===== config.mk =====
export PLATFORM = sky130hd
export DESIGN_NAME = flit_packetizer
export DESIGN_NICKNAME = d
export VERILOG_FILES = /design/src/rtl/noc_pkg.sv /design/src/rtl/flit_out_reg.sv /design/src/rtl/flit_packetizer.sv
export SDC_FILE = /design/constraint.sdc
export NUM_CORES = 1
export LEC_CHECK = 0
export ABC_CLOCK_PERIOD_IN_PS = 2100
export CORE_MARGIN = 4
export CORE_UTILIZATION = 43
export CTS_CLUSTER_SIZE = 40
export DETAILED_ROUTE_END_ITERATION = 7
export GPL_ROUTABILITY_DRIVEN = 0
export PLACE_DENSITY = 0.83
export SLEW_MARGIN = 20
export SYNTH_ARGS = -nofsm -noshare
export SYNTH_HDL_FRONTEND = slang
export SYNTH_SLANG_ARGS = --single-unit

===== constraint.sdc =====
create_clock -name clk -period 2.1 [get_ports clk]
set_input_delay 0.21 -clock clk [delete_from_list [all_inputs] [get_ports clk]]
set_output_delay 0.21 -clock clk [all_outputs]
set_load 0.01 [all_outputs]

===== src/rtl/noc_pkg.sv =====
// Shared NoC definitions: flit type encoding, packetizer FSM states and
// head-flit field placement, so the flit encoder and decoder agree.
package noc_pkg;

   localparam int FLIT_TYPE_W = 2;

   // Flit type, carried in the two MSBs of every flit.
   typedef enum logic [1:0] {
      FT_HEAD      = 2'b00,
      FT_BODY      = 2'b01,
      FT_TAIL      = 2'b10,
      FT_HEAD_TAIL = 2'b11
   } flit_type_e;

   // Packetizer FSM states.
   typedef enum logic [1:0] {
      S_IDLE = 2'b00,
      S_HEAD = 2'b01,
      S_BODY = 2'b10
   } pkt_state_e;

   // Full flit width for a given payload word width.
   function automatic int flit_w(input int data_w);
      return data_w + FLIT_TYPE_W;
   endfunction

   // MSB of the destination X field inside a head payload.
   function automatic int head_x_msb(input int data_w);
      return data_w - 1;
   endfunction

   // MSB of the destination Y field: directly below the X field.
   function automatic int head_y_msb(input int data_w, input int x_w);
      return data_w - 1 - x_w;
   endfunction

endpackage


===== src/rtl/flit_out_reg.sv =====
// One-entry output holding register with valid/ready handshake.
// A flit transfers on a cycle where flit_valid_o && flit_ready_i. While
// valid is high and ready is low, contents are held stable. The register is
// "free" (may accept a new flit) when it is empty or draining this cycle.
module flit_out_reg #(
   parameter int FLIT_W = 34,
   parameter int VC_W   = 1
) (
   input  logic              clk,
   input  logic              arst,
   input  logic              load_i,
   input  logic [FLIT_W-1:0] flit_d_i,
   input  logic [VC_W-1:0]   vc_d_i,
   input  logic              flit_ready_i,
   output logic              free_o,
   output logic              flit_valid_o,
   output logic [FLIT_W-1:0] flit_o,
   output logic [VC_W-1:0]   flit_vc_o
);

   assign free_o = !flit_valid_o || flit_ready_i;

   // Load a new flit only when free; otherwise hold the pending flit.
   always_ff @(posedge clk or negedge arst) begin
      if (!arst) begin
         flit_valid_o <= 1'b0;
         flit_o       <= '0;
         flit_vc_o    <= '0;
      end else if (free_o) begin
         flit_valid_o <= load_i;
         if (load_i) begin
            flit_o    <= flit_d_i;
            flit_vc_o <= vc_d_i;
         end
      end
   end

endmodule


===== src/rtl/flit_packetizer.sv =====
// Network-interface transmit packetizer: turns a packet descriptor plus a
// stream of payload words into head/body/tail flits for a router local port.
// Descriptor and payload inputs use valid/ready: a transfer happens on a
// cycle where both are high; valid must not depend on ready.
module flit_packetizer
   import noc_pkg::*;
#(
   parameter int X_W    = 1,
   parameter int Y_W    = 1,
   parameter int VC_W   = 1,
   parameter int LEN_W  = 4,
   parameter int DATA_W = 32
) (
   input  logic                      clk,
   input  logic                      arst,
   input  logic                      pkt_valid_i,
   output logic                      pkt_ready_o,
   input  logic [X_W-1:0]            pkt_x_i,
   input  logic [Y_W-1:0]            pkt_y_i,
   input  logic [VC_W-1:0]           pkt_vc_i,
   input  logic [LEN_W-1:0]          pkt_len_i,
   input  logic                      data_valid_i,
   output logic                      data_ready_o,
   input  logic [DATA_W-1:0]         data_i,
   output logic                      flit_valid_o,
   input  logic                      flit_ready_i,
   output logic [flit_w(DATA_W)-1:0] flit_o,
   output logic [VC_W-1:0]           flit_vc_o,
   output pkt_state_e                dbg_state_o
);

   localparam int FLIT_W = flit_w(DATA_W);
   localparam int X_MSB  = head_x_msb(DATA_W);
   localparam int Y_MSB  = head_y_msb(DATA_W, X_W);

   pkt_state_e        state_q, state_d;
   logic [X_W-1:0]    x_q;
   logic [Y_W-1:0]    y_q;
   logic [VC_W-1:0]   vc_q;
   logic [LEN_W-1:0]  len_q;
   logic [LEN_W-1:0]  cnt_q;
   logic              latch_pkt, cnt_load, cnt_dec;
   logic              load, free;
   logic [FLIT_W-1:0] flit_d;
   logic [DATA_W-1:0] head_payload;

   assign dbg_state_o = state_q;

   // Head payload: X then Y from the MSB down, length in the LSBs, rest zero.
   always_comb begin
      head_payload                      = '0;
      head_payload[X_MSB -: X_W]        = x_q;
      head_payload[Y_MSB -: Y_W]        = y_q;
      head_payload[LEN_W-1:0]           = len_q;
   end

   // Next-state, handshake readies and flit selection.
   always_comb begin
      state_d      = state_q;
      pkt_ready_o  = 1'b0;
      data_ready_o = 1'b0;
      load         = 1'b0;
      flit_d       = '0;
      latch_pkt    = 1'b0;
      cnt_load     = 1'b0;
      cnt_dec      = 1'b0;
      case (state_q)
         S_IDLE: begin
            pkt_ready_o = 1'b1;
            if (pkt_valid_i) begin
               latch_pkt = 1'b1;
               state_d   = S_HEAD;
            end
         end
         S_HEAD: begin
            if (free) begin
               load = 1'b1;
               if (len_q == '0) begin
                  flit_d  = {FT_HEAD_TAIL, head_payload};
                  state_d = S_IDLE;
               end else begin
                  flit_d   = {FT_HEAD, head_payload};
                  cnt_load = 1'b1;
                  state_d  = S_BODY;
               end
            end
         end
         S_BODY: begin
            data_ready_o = free;
            if (data_valid_i && free) begin
               load    = 1'b1;
               cnt_dec = 1'b1;
               if (cnt_q == LEN_W'(1)) begin
                  flit_d  = {FT_TAIL, data_i};
                  state_d = S_IDLE;
               end else begin
                  flit_d = {FT_BODY, data_i};
               end
            end
         end
         default: state_d = S_IDLE;
      endcase
   end

   // State, latched descriptor and remaining-word counter.
   always_ff @(posedge clk or negedge arst) begin
      if (!arst) begin
         state_q <= S_IDLE;
         x_q     <= '0;
         y_q     <= '0;
         vc_q    <= '0;
         len_q   <= '0;
         cnt_q   <= '0;
      end else begin
         state_q <= state_d;
         if (latch_pkt) begin
            x_q   <= pkt_x_i;
            y_q   <= pkt_y_i;
            vc_q  <= pkt_vc_i;
            len_q <= pkt_len_i;
         end
         if (cnt_load) begin
            cnt_q <= len_q;
         end else if (cnt_dec && cnt_q != '0) begin
            cnt_q <= cnt_q - LEN_W'(1);
         end
      end
   end

   flit_out_reg #(
      .FLIT_W (FLIT_W),
      .VC_W   (VC_W)
   ) u_out_reg (
      .clk          (clk),
      .arst         (arst),
      .load_i       (load),
      .flit_d_i     (flit_d),
      .vc_d_i       (vc_q),
      .flit_ready_i (flit_ready_i),
      .free_o       (free),
      .flit_valid_o (flit_valid_o),
      .flit_o       (flit_o),
      .flit_vc_o    (flit_vc_o)
   );

endmodule


==> impl_metrics.ini <==
[timing]
clock.fmax_mhz = 517.8
setup_violations = 0
hold_ws_ps = 375.3
finalWorstSetupSlack_ps = 168.8
maxSlewViolCount = 0
fin_worst_skew_ps = 2.424
rsz0062_at_grt = no
post-route-period-util = 0.9196
tightestPinTransition_ps = 517.8
setup_tns_ps = 0
final_hold_viol_count = 0
slew_headroom = 0.6516
min_period_ps = 1931

[route]
wl_per_cell_um = 14.18
antenna_left = 0
dr.pass1.iters = 4
vias_per_cell = 4.978
vias = 1847
drt_wl_total_mm = 5.260
drc_errors = 0
drt_iter0_drc = 108

[cts]
cts_tree = yes
cts_max_level = 2
clock_sinks = 49
cts_setup_buffers = 0
root_buffer = clkbuf_8
clkLatencyLatePin_ps = 290
clockBufferDepth = 2
cts.clk_slew.worst_paths_ps = 80
cts_buffers = 5

[critical_path]
endpoint_kind = primary output
cp_common_cell = inv_1
start_kind = register
timing_worst_setup_path_type = register to primary output
cp_data_required_time_ps = 1890
path_cells = inv_1, ha_1, inv_1, nor2_1, clkdlybuf4s50_1
path_max_fanout = 4
cp.arrival_ps = 1720
slowest_delay_ps = 540
crit_slowest_cell = clkdlybuf4s50_1

[grt]
grt_max_degree = 34
grt_pass1_vias = 1833
gr-total-overflow = 0
grt_pass1_wl_mm = 8.742
antenna_found_initial = 0
grt_usage = 0.1807

[pwr]
finalPower_mw = 4.465
power.share.switching = 0.3792
power.share.sequential = 0.372
p_leak_nw = 1.463
power_frac_comb = 0.502
irDropWorstVdd_v = 0.0006246
intPower_mw = 2.772
p_switching_mw = 1.693
pwr_density_cell_nw_per_um2 = 1404
pwr-share-clk = 0.126

[floorplan]
die_w_um = 78.68
die_area_um2 = 6191
ioPinCount = 84
start_util = 0.4489
core-area_um2 = 4786
rows = 25
die_height_um = 78.68

[logic_synthesis]
netlist_area_um2 = 2148
yosys_warnings = 0
synth_edf_count = 0
ys_types = 30
syn_inst = 217
synthArstFlopShare = 1.000
synth_ff_type = dfrtp_1
synth.avg_cell_area_um2 = 9.900
syn_nets = 266
yosysSeqAreaShare = 0.5708
ys_seq_elements = 49

[min_path]
hold_class = primary input to asynchronous set/reset pin

[cells_and_area]
instances_no_fill = 371
mostFrequentLayoutCells = clkdlybuf4s50_1, nand2_1, dfrtp_1
nNetsFinal = 352
synthToLayoutAreaGrowth_pct = 48.05
antenna_cells = 0
fillers = 379
drive_above_1_share = 0.09539
final_common_cell = clkdlybuf4s50_1

[placement]
post-place-ws_ps = 197.9
place_hpwl_mm = 4.014
port_buffers = 83
dp.cells = 362

[outcome]
status = complete, no violations

[job]
max_cap_violations = 0
==> area by class of cell <==
| type | instances | area (um^2) | area share |
|---|---|---|---|
| sequential | 49 | 1226 | 0.3855 |
| timing repair buffer | 90 | 893.4 | 0.2809 |
| tap | 67 | 83.83 | 0.02636 |
| multi-input combinational | 151 | 858.3 | 0.2699 |
| clock buffer | 6 | 82.58 | 0.02596 |
| inverter | 6 | 22.52 | 0.007081 |
| clock inverter | 2 | 13.76 | 0.004327 |
==> cell usage after synthesis, drive strengths merged, types with 4 or more instances <==
master | instances | area (um^2)
ha | 5 | 62.56
o21ai | 12 | 60.05
dfrtp | 49 | 1226
clkbuf | 4 | 15.01
nor2 | 4 | 25.03
nand3 | 27 | 135.1
a22oi | 7 | 52.55
inv | 6 | 22.52
buf | 7 | 35.03
mux2 | 10 | 112.6
nand2 | 68 | 255.2
==> per-layer routing <==
| metal | GRT usage | wire length (um) | part of all wire |
|---|---|---|---|
| met2 | 0.2895 | 2504 | 0.48 |
| met5 | 0 | 0 | 0 |
| met4 | 0.06643 | 74 | 0.014 |
| met3 | 0.02867 | 258 | 0.049 |
| met1 | 0.2476 | 2422 | 0.46 |
==> critical path: cells and delay by family, from the launching register on <==
family	cells	cell delay, ps
and+or+nand+nor	1	100
adders and majority gates	1	210
buffers and inverters	3	710
DFF	1	420
==> power by group through the flow <==
stage	clock (mW)	sequential, mW	combinational, mW
2_1_floorplan	0	1.79	1.00
3_3_place_gp	0	1.66	2.21
3_5_place_dp	0	1.68	2.26
4_1_cts	0.575	1.66	2.27
5_1_grt	0.613	1.73	2.47
6_report	0.564	1.66	2.24
==> repair_timing <==
item / in CTS / in global routing
endpoints found under the setup margin: 0 / 0
resized for setup: 0 / 0
hold endpoints to repair: 17 / 0
hold buffers: 1 / 0
==> path summary, 6_finish.rpt <==
path                       cells after the start  slack, ps                 start                      to
setup / recovery                               5        170        dbg_state_o[0]            data_ready_o
setup reg to reg                               5        250        dbg_state_o[1]                cnt_q[3]
hold / removal                                 2        380                  arst  u_out_reg.flit_valid_o
min in group clk                               3        470            data_i[15]    u_out_reg.flit_o[15]
max in group asynchronous                      3       1160                  arst    u_out_reg.flit_o[29]
hold reg to reg                                2        470  u_out_reg.flit_o[15]    u_out_reg.flit_o[15]
==> logic make-up after synthesis <==
family | count (synthesis) | share of synthesized area
flip-flops | 49 | 0.5708
buffers and inverters | 17 | 0.03378
AO/OA/AOI/OAI | 23 | 0.07105
multiplexers | 12 | 0.06174
XOR/XNOR | 2 | 0.008155
adder cells (fa/ha/maj) | 5 | 0.02912
AND/OR/NAND/NOR | 109 | 0.2254
==> metrics by stage <==
stage,utilization,instance area (um^2)
after floorplan,-,2148
after detailed placement,0.6424,3074
final,0.6646,3181
after CTS,0.6646,3181
after global routing,0.6646,3181
after global placement,0.6424,3074
==> flip-flops by register name (all words and copies together), names as in the netlist <==
| register | count |
|---|---|
| u_out_reg.flit_valid_o | 1 |
| dbg_state_o | 2 |
| u_out_reg.flit_o | 34 |
| len_q | 4 |
| y_q | 1 |
| vc_q | 1 |
| u_out_reg.flit_vc_o | 1 |
| x_q | 1 |
| cnt_q | 4 |
Power figures use the tool's default switching activity.
